### src/rtl/lenet_pkg.sv
// -----------------------------------------------------------------------------
// lenet_pkg
// Shared constants and types for the LeNet feature-map buffers and the
// stages that move data between them.
//   F4_DIM / F5_DIM : side lengths of the conv-2 output map and the pooled map
//   DATA_W          : feature data width, two's-complement signed
//   BUF_RD_LAT      : feature-buffer read latency in cycles
//   ST_*            : one-hot encodings of the pooling controller states
// -----------------------------------------------------------------------------
package lenet_pkg;

   localparam int F4_DIM     = 10;
   localparam int F5_DIM     = 5;
   localparam int DATA_W     = 16;
   localparam int BUF_RD_LAT = 2;

   localparam logic [3:0] ST_IDLE  = 4'b0001;
   localparam logic [3:0] ST_RUN   = 4'b0010;
   localparam logic [3:0] ST_DRAIN = 4'b0100;
   localparam logic [3:0] ST_DONE  = 4'b1000;

   typedef enum logic [3:0] {
      IDLE  = ST_IDLE,
      RUN   = ST_RUN,
      DRAIN = ST_DRAIN,
      DONE  = ST_DONE
   } pool2_state_e;

   // Per-read side information that travels down the alignment pipe so it
   // arrives together with the corresponding f4 read data.
   typedef struct packed {
      logic       valid;
      logic       first;
      logic       last;
      logic       final_rd;
      logic [4:0] out_addr;
   } pool2_tag_t;

endpackage

### src/rtl/pipe_dly.sv
// -----------------------------------------------------------------------------
// pipe_dly
// N-stage register delay line with asynchronous active-low reset.
// N = 0 degenerates to a straight wire.
// Ports:
//   clk    in  1  clock, rising edge
//   rst_n  in  1  asynchronous active-low reset, clears every stage
//   d      in  W  data in
//   q      out W  data out, N cycles after d
// -----------------------------------------------------------------------------
module pipe_dly #(
   parameter int W = 1,
   parameter int N = 1
) (
   input  logic         clk,
   input  logic         rst_n,
   input  logic [W-1:0] d,
   output logic [W-1:0] q
);

   if (N == 0) begin : g_wire
      assign q = d;
   end else begin : g_dly
      logic [W-1:0] stage_q [N];
      logic [W-1:0] stage_d [N];

      always_comb begin
         stage_d[0] = d;
         for (int i = 1; i < N; i++) begin
            stage_d[i] = stage_q[i-1];
         end
      end

      always_ff @(posedge clk or negedge rst_n) begin
         if (!rst_n) begin
            for (int i = 0; i < N; i++) begin
               stage_q[i] <= '0;
            end
         end else begin
            stage_q <= stage_d;
         end
      end

      assign q = stage_q[N-1];
   end

endmodule

### src/rtl/pool2_ctrl.sv
// -----------------------------------------------------------------------------
// pool2_ctrl
// Walks the 10x10 f4 map in 2x2 windows (stride 2), computes the signed
// maximum of each window and writes the 5x5 result to the f5 buffer.
// Ports:
//   clk          in   1   clock, rising edge
//   rst_n        in   1   asynchronous active-low reset
//   pool2_start  in   1   start request, only looked at in IDLE
//   f4_raddr     out  7   f4 read address (registered)
//   f4_rdata     in   DW  f4 read data, RD_LAT cycles after f4_raddr
//   f5_waddr     out  5   f5 write address
//   f5_wdata     out  DW  f5 write data (window max)
//   f5_wr_en     out  1   f5 write strobe, one cycle per result
//   pool2_busy   out  1   high in RUN, DRAIN and DONE
//   pool2_done   out  1   one-cycle pulse after the last f5 write
// -----------------------------------------------------------------------------
module pool2_ctrl
   import lenet_pkg::*;
#(
   parameter int DW      = DATA_W,
   parameter int IN_DIM  = F4_DIM,
   parameter int OUT_DIM = F5_DIM,
   parameter int RD_LAT  = BUF_RD_LAT
) (
   input  logic          clk,
   input  logic          rst_n,
   input  logic          pool2_start,
   output logic [6:0]    f4_raddr,
   input  logic [DW-1:0] f4_rdata,
   output logic [4:0]    f5_waddr,
   output logic [DW-1:0] f5_wdata,
   output logic          f5_wr_en,
   output logic          pool2_busy,
   output logic          pool2_done
);

   localparam logic [2:0] OUT_LAST = 3'(OUT_DIM - 1);

   pool2_state_e state_q, state_d;

   logic          cnt0_q, cnt0_d;
   logic          cnt1_q, cnt1_d;
   logic [2:0]    cnt2_q, cnt2_d;
   logic [2:0]    cnt3_q, cnt3_d;
   logic [6:0]    f4_raddr_q, f4_raddr_d;
   logic [DW-1:0] max_q, max_d;
   logic [4:0]    f5_waddr_q, f5_waddr_d;
   logic [DW-1:0] f5_wdata_q, f5_wdata_d;
   logic          f5_wr_en_q, f5_wr_en_d;
   logic          final_wr_q, final_wr_d;

   logic       in_run;
   logic       last_read;
   pool2_tag_t tag_issue;
   pool2_tag_t tag_align;

   assign in_run    = (state_q == RUN);
   assign last_read = in_run && cnt0_q && cnt1_q &&
                      (cnt2_q == OUT_LAST) && (cnt3_q == OUT_LAST);

   // Control FSM. DRAIN waits for the write of the very last window, which is
   // identified by the final-read tag rather than by counting cycles, so the
   // exit stays correct for any read latency.
   always_comb begin
      state_d = state_q;
      unique case (state_q)
         IDLE:    if (pool2_start) state_d = RUN;
         RUN:     if (last_read)   state_d = DRAIN;
         DRAIN:   if (final_wr_q)  state_d = DONE;
         DONE:    state_d = IDLE;
         default: state_d = IDLE;
      endcase
   end

   // Window walk: cnt0 is the innermost (window column), cnt3 the outermost
   // (output row). Counters are forced to 0 outside RUN so a new run always
   // starts at the top-left window.
   always_comb begin
      cnt0_d = 1'b0;
      cnt1_d = 1'b0;
      cnt2_d = '0;
      cnt3_d = '0;
      if (in_run) begin
         cnt0_d = ~cnt0_q;
         cnt1_d = cnt1_q;
         cnt2_d = cnt2_q;
         cnt3_d = cnt3_q;
         if (cnt0_q) begin
            cnt1_d = ~cnt1_q;
            if (cnt1_q) begin
               if (cnt2_q == OUT_LAST) begin
                  cnt2_d = '0;
                  cnt3_d = (cnt3_q == OUT_LAST) ? 3'd0 : cnt3_q + 3'd1;
               end else begin
                  cnt2_d = cnt2_q + 3'd1;
               end
            end
         end
      end
   end

   // Read address and the tag that will meet the returned data. The
   // concatenations {cnt3,cnt1} and {cnt2,cnt0} are the f4 row and column.
   always_comb begin
      f4_raddr_d = f4_raddr_q;
      if (in_run) begin
         f4_raddr_d = 7'({cnt3_q, cnt1_q}) * 7'(IN_DIM) + 7'({cnt2_q, cnt0_q});
      end
      tag_issue.valid    = in_run;
      tag_issue.first    = in_run && !cnt0_q && !cnt1_q;
      tag_issue.last     = in_run && cnt0_q && cnt1_q;
      tag_issue.final_rd = last_read;
      tag_issue.out_addr = 5'(cnt3_q) * 5'(OUT_DIM) + 5'(cnt2_q);
   end

   // One cycle for the registered address plus the buffer read latency.
   pipe_dly #(
      .W ($bits(pool2_tag_t)),
      .N (1 + RD_LAT)
   ) u_tag_dly (
      .clk   (clk),
      .rst_n (rst_n),
      .d     (tag_issue),
      .q     (tag_align)
   );

   // Max datapath and write generation. The first element of a window loads
   // the register unconditionally so the previous window's max never leaks
   // in; ties keep the stored value. The write carries max_d so the result
   // of the last element is included.
   always_comb begin
      max_d      = max_q;
      f5_wr_en_d = 1'b0;
      f5_waddr_d = f5_waddr_q;
      f5_wdata_d = f5_wdata_q;
      final_wr_d = 1'b0;
      if (tag_align.valid) begin
         if (tag_align.first) begin
            max_d = f4_rdata;
         end else if ($signed(f4_rdata) > $signed(max_q)) begin
            max_d = f4_rdata;
         end
         if (tag_align.last) begin
            f5_wr_en_d = 1'b1;
            f5_waddr_d = tag_align.out_addr;
            f5_wdata_d = max_d;
            final_wr_d = tag_align.final_rd;
         end
      end
   end

   always_ff @(posedge clk or negedge rst_n) begin
      if (!rst_n) begin
         state_q    <= IDLE;
         cnt0_q     <= 1'b0;
         cnt1_q     <= 1'b0;
         cnt2_q     <= '0;
         cnt3_q     <= '0;
         f4_raddr_q <= '0;
         max_q      <= '0;
         f5_waddr_q <= '0;
         f5_wdata_q <= '0;
         f5_wr_en_q <= 1'b0;
         final_wr_q <= 1'b0;
      end else begin
         state_q    <= state_d;
         cnt0_q     <= cnt0_d;
         cnt1_q     <= cnt1_d;
         cnt2_q     <= cnt2_d;
         cnt3_q     <= cnt3_d;
         f4_raddr_q <= f4_raddr_d;
         max_q      <= max_d;
         f5_waddr_q <= f5_waddr_d;
         f5_wdata_q <= f5_wdata_d;
         f5_wr_en_q <= f5_wr_en_d;
         final_wr_q <= final_wr_d;
      end
   end

   assign f4_raddr   = f4_raddr_q;
   assign f5_waddr   = f5_waddr_q;
   assign f5_wdata   = f5_wdata_q;
   assign f5_wr_en   = f5_wr_en_q;
   assign pool2_busy = (state_q == RUN) || (state_q == DRAIN) || (state_q == DONE);
   assign pool2_done = (state_q == DONE);

endmodule

### config.mk
export PLATFORM = sky130hd
export DESIGN_NAME = pool2_ctrl
export DESIGN_NICKNAME = d
export VERILOG_FILES = /design/src/rtl/lenet_pkg.sv /design/src/rtl/pipe_dly.sv /design/src/rtl/pool2_ctrl.sv
export SDC_FILE = /design/constraint.sdc
export NUM_CORES = 1
export LEC_CHECK = 0
export CAP_MARGIN = 10
export CORE_MARGIN = 2
export CORE_UTILIZATION = 60
export DETAILED_ROUTE_END_ITERATION = 10
export GPL_ROUTABILITY_DRIVEN = 1
export PLACE_DENSITY = 0.85
export SLEW_MARGIN = 20
export SYNTH_ARGS = -nofsm -noshare
export SYNTH_HDL_FRONTEND = slang
export SYNTH_SLANG_ARGS = --single-unit
### constraint.sdc
create_clock -name clk -period 6.8 [get_ports clk]
set_clock_uncertainty 0.15 [all_clocks]
set_input_delay 1.36 -clock clk [delete_from_list [all_inputs] [get_ports clk]]
set_output_delay 1.36 -clock clk [all_outputs]
set_load 0.005 [all_outputs]
==> results.yml, run 1 <==
placement:
  place_hpwl_um: 5240
  dpl_cell_area_um2: 4560
  place.gp.congestion: 0.893
  portBuffers: 49
global_routing:
  grtUsageMet2_pct: 37.7
  grt_pass1_vias: 2849
  met3_usage_pct: 5.10
  grt.met1_usage_pct: 31.6
  grt_first_pass_wirelength_um: 13400
  grt_max_degree: 86
  grtUsageTotal_pct: 23.3
  antenna_found_initial: 0
  overflow: 0
  grt_busiest_layer: "met2"
synthesis:
  yosysSeqAreaShare_pct: 52.7
  syn-cell-area_um2: 4040
  yosysWarnings: 0
  async_flop_share_pct: 100
  ys_seq_elements: 85
  synth_edf_count: 0
  syn_nets: 424
  yosysUniqueCellTypes: 39
  postSynthCellCount: 369
  avgSynthCellArea_um2: 10.9
  synthFlopType: "dfrtp_1"
floorplan:
  dieHeight_um: 86.1
  die_w_um: 86.1
  core_um2: 6420
  row_count: 29
  die-area_um2: 7410
  ioPinCount: 50
  start_util_pct: 62.9
worst_hold_path:
  hold_path_depth: 0
  hp-class: "reg -> reg"
sta:
  fin_setup_tns_ps: 0
  setup_viol: 0
  relSlewSlack_pct: 42.6
  fmax_ghz: 0.221
  hold_violations: 0
  slew_violations: 0
  fin_crit_ps: 4520
  rsz0062_at_grt: "false"
  max_slew.worst_pin.slew_ps: 855
  fin_crit_sh_pct: 66.4
power_and_ir_drop:
  peakVddDrop_mv: 0.231
  power_density_nw_per_um2: 321
  p_leak_nw: 2.37
clock_tree:
  cts_tree: "built"
  cts-hold-fix-buffers: 0
  post_cts_resized: 0
  cts_buffer_depth: 2
  cts_buffers: 9
  clk_pin_slew_ps: 90
  htree_levels: 3
  clkSinkCount: 85
  clk_latency_ps: 360
  root_buffer: "clkbuf_8"
  cts_setup_buffers: 0
critical_path:
  worst-setup-path-type: "in -> reg"
  end_kind: "register"
  cp.arrival_ps: 4610
  required_ps: 6900
  rr_worst_depth: 8
  worst-path-max-fanout: 17
  cp-start-kind: "primary input"
final_layout:
  nets: 471
  n_fill_cell: 405
  stdcell_area_um2: 4830
  antenna_cells: 0
  drive_gt1_share_pct: 9.74
  area_growth_pct: 19.5
route:
  wl_um: 7920
  viasPerCell: 5.75
  remaining_drc_errors: 0
  ant_nets: 0
  wl_per_cell_um: 15.9
  drtIter0Drc: 218
  via_count: 2862
  firstDrtPassIters: 4
job:
  maxCapViolCount: 0
status:
  outcome: "completed"
-- synthesized netlist by cell type (all sizes together) (4+ instances only) --
| cell type | count | area (µm²) |
|---|---|---|
| dfrtp | 84 | 2100 |
| nand2 | 41 | 154 |
| ha | 33 | 413 |
| a21oi | 32 | 160 |
| nor2 | 29 | 109 |
| o21ai | 28 | 140 |
| inv | 26 | 100 |
| a31oi | 17 | 106 |
| mux2 | 16 | 218 |
| clkbuf | 10 | 37.5 |
| xor2 | 7 | 61.3 |
| nor3 | 6 | 30.0 |
| a21o | 4 | 30.0 |
| xnor2 | 4 | 35.0 |
-- cell usage in the layout, fill, tap and decap left out, types with 2 or more instances in the layout --
master           count
dfrtp_1             84
nor3_1               6
inv_6                2
a21o_1               4
clkbuf_8             9
nand4_1              2
a31oi_1             17
xnor2_1              4
o21ai_0             28
bufinv_16            4
inv_1               25
a21oi_1             32
ha_1                33
and3_1               3
nor4_1               2
xor2_1               7
nor2_1              29
mux2_2               6
fa_1                 3
nor2b_1              3
mux2_4              10
nand2_1             41
clkdlybuf4s50_1     48
-- area by class of cell --
| type | instances | area (µm²) | area share [%] |
|---|---|---|---|
| Multi-Input combinational cell | 245 | 1740 | 36.1 |
| Clock buffer | 9 | 124 | 2.56 |
| Sequential cell | 85 | 2130 | 44.1 |
| Timing Repair Buffer | 49 | 492 | 10.2 |
| Inverter | 26 | 100 | 2.07 |
| Clock inverter | 7 | 145 | 3.01 |
| Tap cell | 77 | 96.3 | 1.99 |
-- power by group --
part           total, W  switching [W]  internal, W
logic          0.000427       0.000223     0.000204
registers      0.000654      0.0000671     0.000587
clock network  0.000471       0.000188     0.000284
total           0.00155       0.000478      0.00107
-- cells by family after synthesis --
group | after synthesis | synth area share [%]
buffers and inverters | 39 | 4.15
AO/OA/AOI/OAI | 86 | 12.2
XOR/XNOR | 11 | 2.38
AND/OR/NAND/NOR | 96 | 11.5
flip-flops | 85 | 52.7
multiplexers | 16 | 5.39
adder cells (fa/ha/maj) | 36 | 11.7
-- registers in the layout, summed over array words and instances (netlist names) --
name and count:
f5_wr_en 1, cnt2_q 3, max_q 16, final_wr_q 1, cnt3_q 3, state_q 4
u_tag_dly.q 9, f5_waddr 5, cnt1_q 1, u_tag_dly.g_dly.stage_d 18, f5_wdata 16, f4_raddr 7
cnt0_q 1
-- path summary, 6_finish.rpt --
| path | startpoint | to | slack, ps |
|---|---|---|---|
| max | f4_rdata[14] | max_q[3] | 2280 |
| min | u_tag_dly.g_dly.stage_d[17] | u_tag_dly.g_dly.stage_d[8] | 200 |
| max reg2reg | max_q[15] | max_q[3] | 3370 |
| min reg2reg | u_tag_dly.g_dly.stage_d[17] | u_tag_dly.g_dly.stage_d[8] | 200 |
| max in group asynchronous | rst_n | u_tag_dly.g_dly.stage_d[5] | 5120 |
| min in group asynchronous | rst_n | f5_wr_en | 890 |
-- metal layers --
layer	vias up	share of wire, %
met3	14	4.7
li1	1375	-
met1	1394	45
met5	-	0
met2	79	49
met4	0	1.7
-- worst max-delay path, stage by stage --
cell and delay [ps]:
clkdlybuf4s50_1 480, ha_1 350, nand4_2 140, or4_4 580
nor4_4 730, inv_4 230, nand3_4 350, mux2_2 380
-- through the flow --
| stage | power, W | utilization, % | hold slack (ps) | instances | worst slack (ps) |
|---|---|---|---|---|---|
| finish | 0.00155 | 75.2 | 200 | 498 | 2280 |
| global route | 0.00164 | 75.2 | 205 | 498 | 2110 |
| CTS | 0.00156 | 75.1 | 203 | 498 | 2320 |
| detailed placement | 0.00108 | 71.0 | 186 | 482 | 1950 |
| global placement | 0.00106 | 71.0 | 181 | 482 | 2020 |
| floorplan | 0.000971 | - | 181 | 369 | 3120 |
(Power assumes the default switching activity.)
==> run 2, diff against run 1 <==
Settings changed: CORE_UTILIZATION 60 to 55, PLACE_DENSITY 0.85 to 0.79.
Clock period 6.8 ns to 4.3 ns, I/O delays scaled along.
==> results.yml, run 2 (synthesis results as in run 1) <==
clock_tree:
  clkSinkCount: 85
  clk_pin_slew_ps: 90
  cts_tree: "built"
  cts-hold-fix-buffers: 0
  cts_buffer_depth: 2
  clk_latency_ps: 360
  htree_levels: 3
  post_cts_resized: 0
  cts_buffers: 9
  cts_setup_buffers: 0
  root_buffer: "clkbuf_8"
sta:
  whs_ps: 197
  relSlewSlack_pct: 48.1
  hold_violations: 0
  fmax_ghz: 0.272
  rsz0062_at_grt: "false"
  max_slew.worst_pin.slew_ps: 777
  setup_viol: 0
  slew_violations: 0
  fin_setup_tns_ps: 0
  fin_crit_sh_pct: 85.5
  fin_crit_ps: 3680
final_layout:
  drive_gt1_share_pct: 9.95
  n_fill_cell: 546
  final-instance-count-excl-fill: 521
  largest_reg_flops: 18
  nets: 472
  area_growth_pct: 18.7
  antenna_cells: 0
  final_common_cell: "dfrtp_1"
  layout_common_cells: "dfrtp_1 (84), clkdlybuf4s50_1 (48), nand2_1 (41)"
route:
  via_count: 2904
  wl_per_cell_um: 15.7
  viasPerCell: 5.57
  ant_nets: 0
  firstDrtPassIters: 5
  wl_um: 8180
  remaining_drc_errors: 0
  drtIter0Drc: 213
floorplan:
  row_count: 31
  die-area_um2: 8050
  ioPinCount: 50
  start_util_pct: 56.3
  die_w_um: 89.7
  dieHeight_um: 89.7
  core_um2: 7180
critical_path:
  worst-setup-path-type: "in -> reg"
  required_ps: 4400
  timing.rr.end: "max_q[13]"
  end_kind: "register"
  worst-path-max-fanout: 17
  path_cells: "clkdlybuf4s50_1, ha_1, nand4_2, or3_1, and4_1, o211ai_4, nand3_4, mux2_4"
  crit_family: "simple AND/OR/NAND/NOR gates"
  r2r_start: "max_q[13]"
  slowest_delay_ps: 520
  critPathSlowestCell: "o211ai_4"
  r2r_slack_ps: 1150
  cp-start-kind: "primary input"
  crit_buf_inv: 1
  rr_worst_depth: 8
  cp.arrival_ps: 3770
placement:
  place.gp.congestion: 0.859
  dp.cells: 505
  portBuffers: 49
  place_hpwl_um: 5480
power_and_ir_drop:
  p_leak_nw: 2.35
  power_density_nw_per_um2: 478
  peakVddDrop_mv: 0.320
global_routing:
  overflow: 0
  antenna_found_initial: 0
  grt_pass1_vias: 2925
  grt_first_pass_wirelength_um: 13800
  grt_max_degree: 86
  grtUsageTotal_pct: 21.5
job:
  maxCapViolCount: 0
worst_hold_path:
  min_to: "u_tag_dly.g_dly.stage_d[4]"
  hp-class: "reg -> reg"
  hold_path_depth: 0
  hold_start: "u_tag_dly.g_dly.stage_d[13]"
status:
  outcome: "completed"
run 2: final cells by class:
class | count | area, µm² | area share [%]
multi-input cells | 245 | 1740 | 36.4
inverters | 26 | 100 | 2.09
repair buffers | 50 | 499 | 10.4
flip-flops and latches | 85 | 2130 | 44.4
well taps | 99 | 124 | 2.58
clock inverters | 6 | 62.6 | 1.30
clock buffers | 10 | 138 | 2.87
run 2: power breakdown:
part           leakage [nW]  total, W  internal (W)  switching (W)
registers              1.13   0.00104      0.000929       0.000109
clock network         0.106  0.000574      0.000283       0.000291
logic                  1.12  0.000679      0.000322       0.000357
run 2: worst reg2reg max path, stage by stage, from the launching register on:
cell and delay [ps]:
dfrtp_1 400, inv_1 70, ha_1 310, nand4_2 140, or3_1 410, and4_1 240
o211ai_4 520, nand3_4 390, mux2_4 410
run 2: worst max-delay path by stage:
stage / cells after the start / to / startpoint
after floorplan: 8 / max_q[10] / f4_rdata[15]
after global routing: 8 / max_q[8] / f4_rdata[13]
after global placement: 8 / max_q[5] / f4_rdata[15]
final: 8 / max_q[13] / f4_rdata[13]
after CTS: 8 / max_q[13] / f4_rdata[13]
after detailed placement: 8 / max_q[7] / f4_rdata[13]
run 2: stage by stage:
step	area [µm²]	util, %	setup WS (ps)	total power [W]
after floorplan	4040	-	1120	0.00154
final	4800	66.8	621	0.00229
after global routing	4800	66.8	519	0.00243
after CTS	4790	66.8	668	0.00229
after global placement	4590	64.0	344	0.00168
after detailed placement	4590	64.0	296	0.00172
run 2: per-layer routing:
| metal | GRT usage (%) | vias up | share of wire (%) |
|---|---|---|---|
| met1 | 27.3 | 1438 | 44 |
| li1 | - | 1367 | - |
| met3 | 4.11 | 17 | 4.1 |
| met5 | 0 | - | 0 |
| met2 | 35.8 | 82 | 49 |
| met4 | 9.87 | 0 | 2.2 |
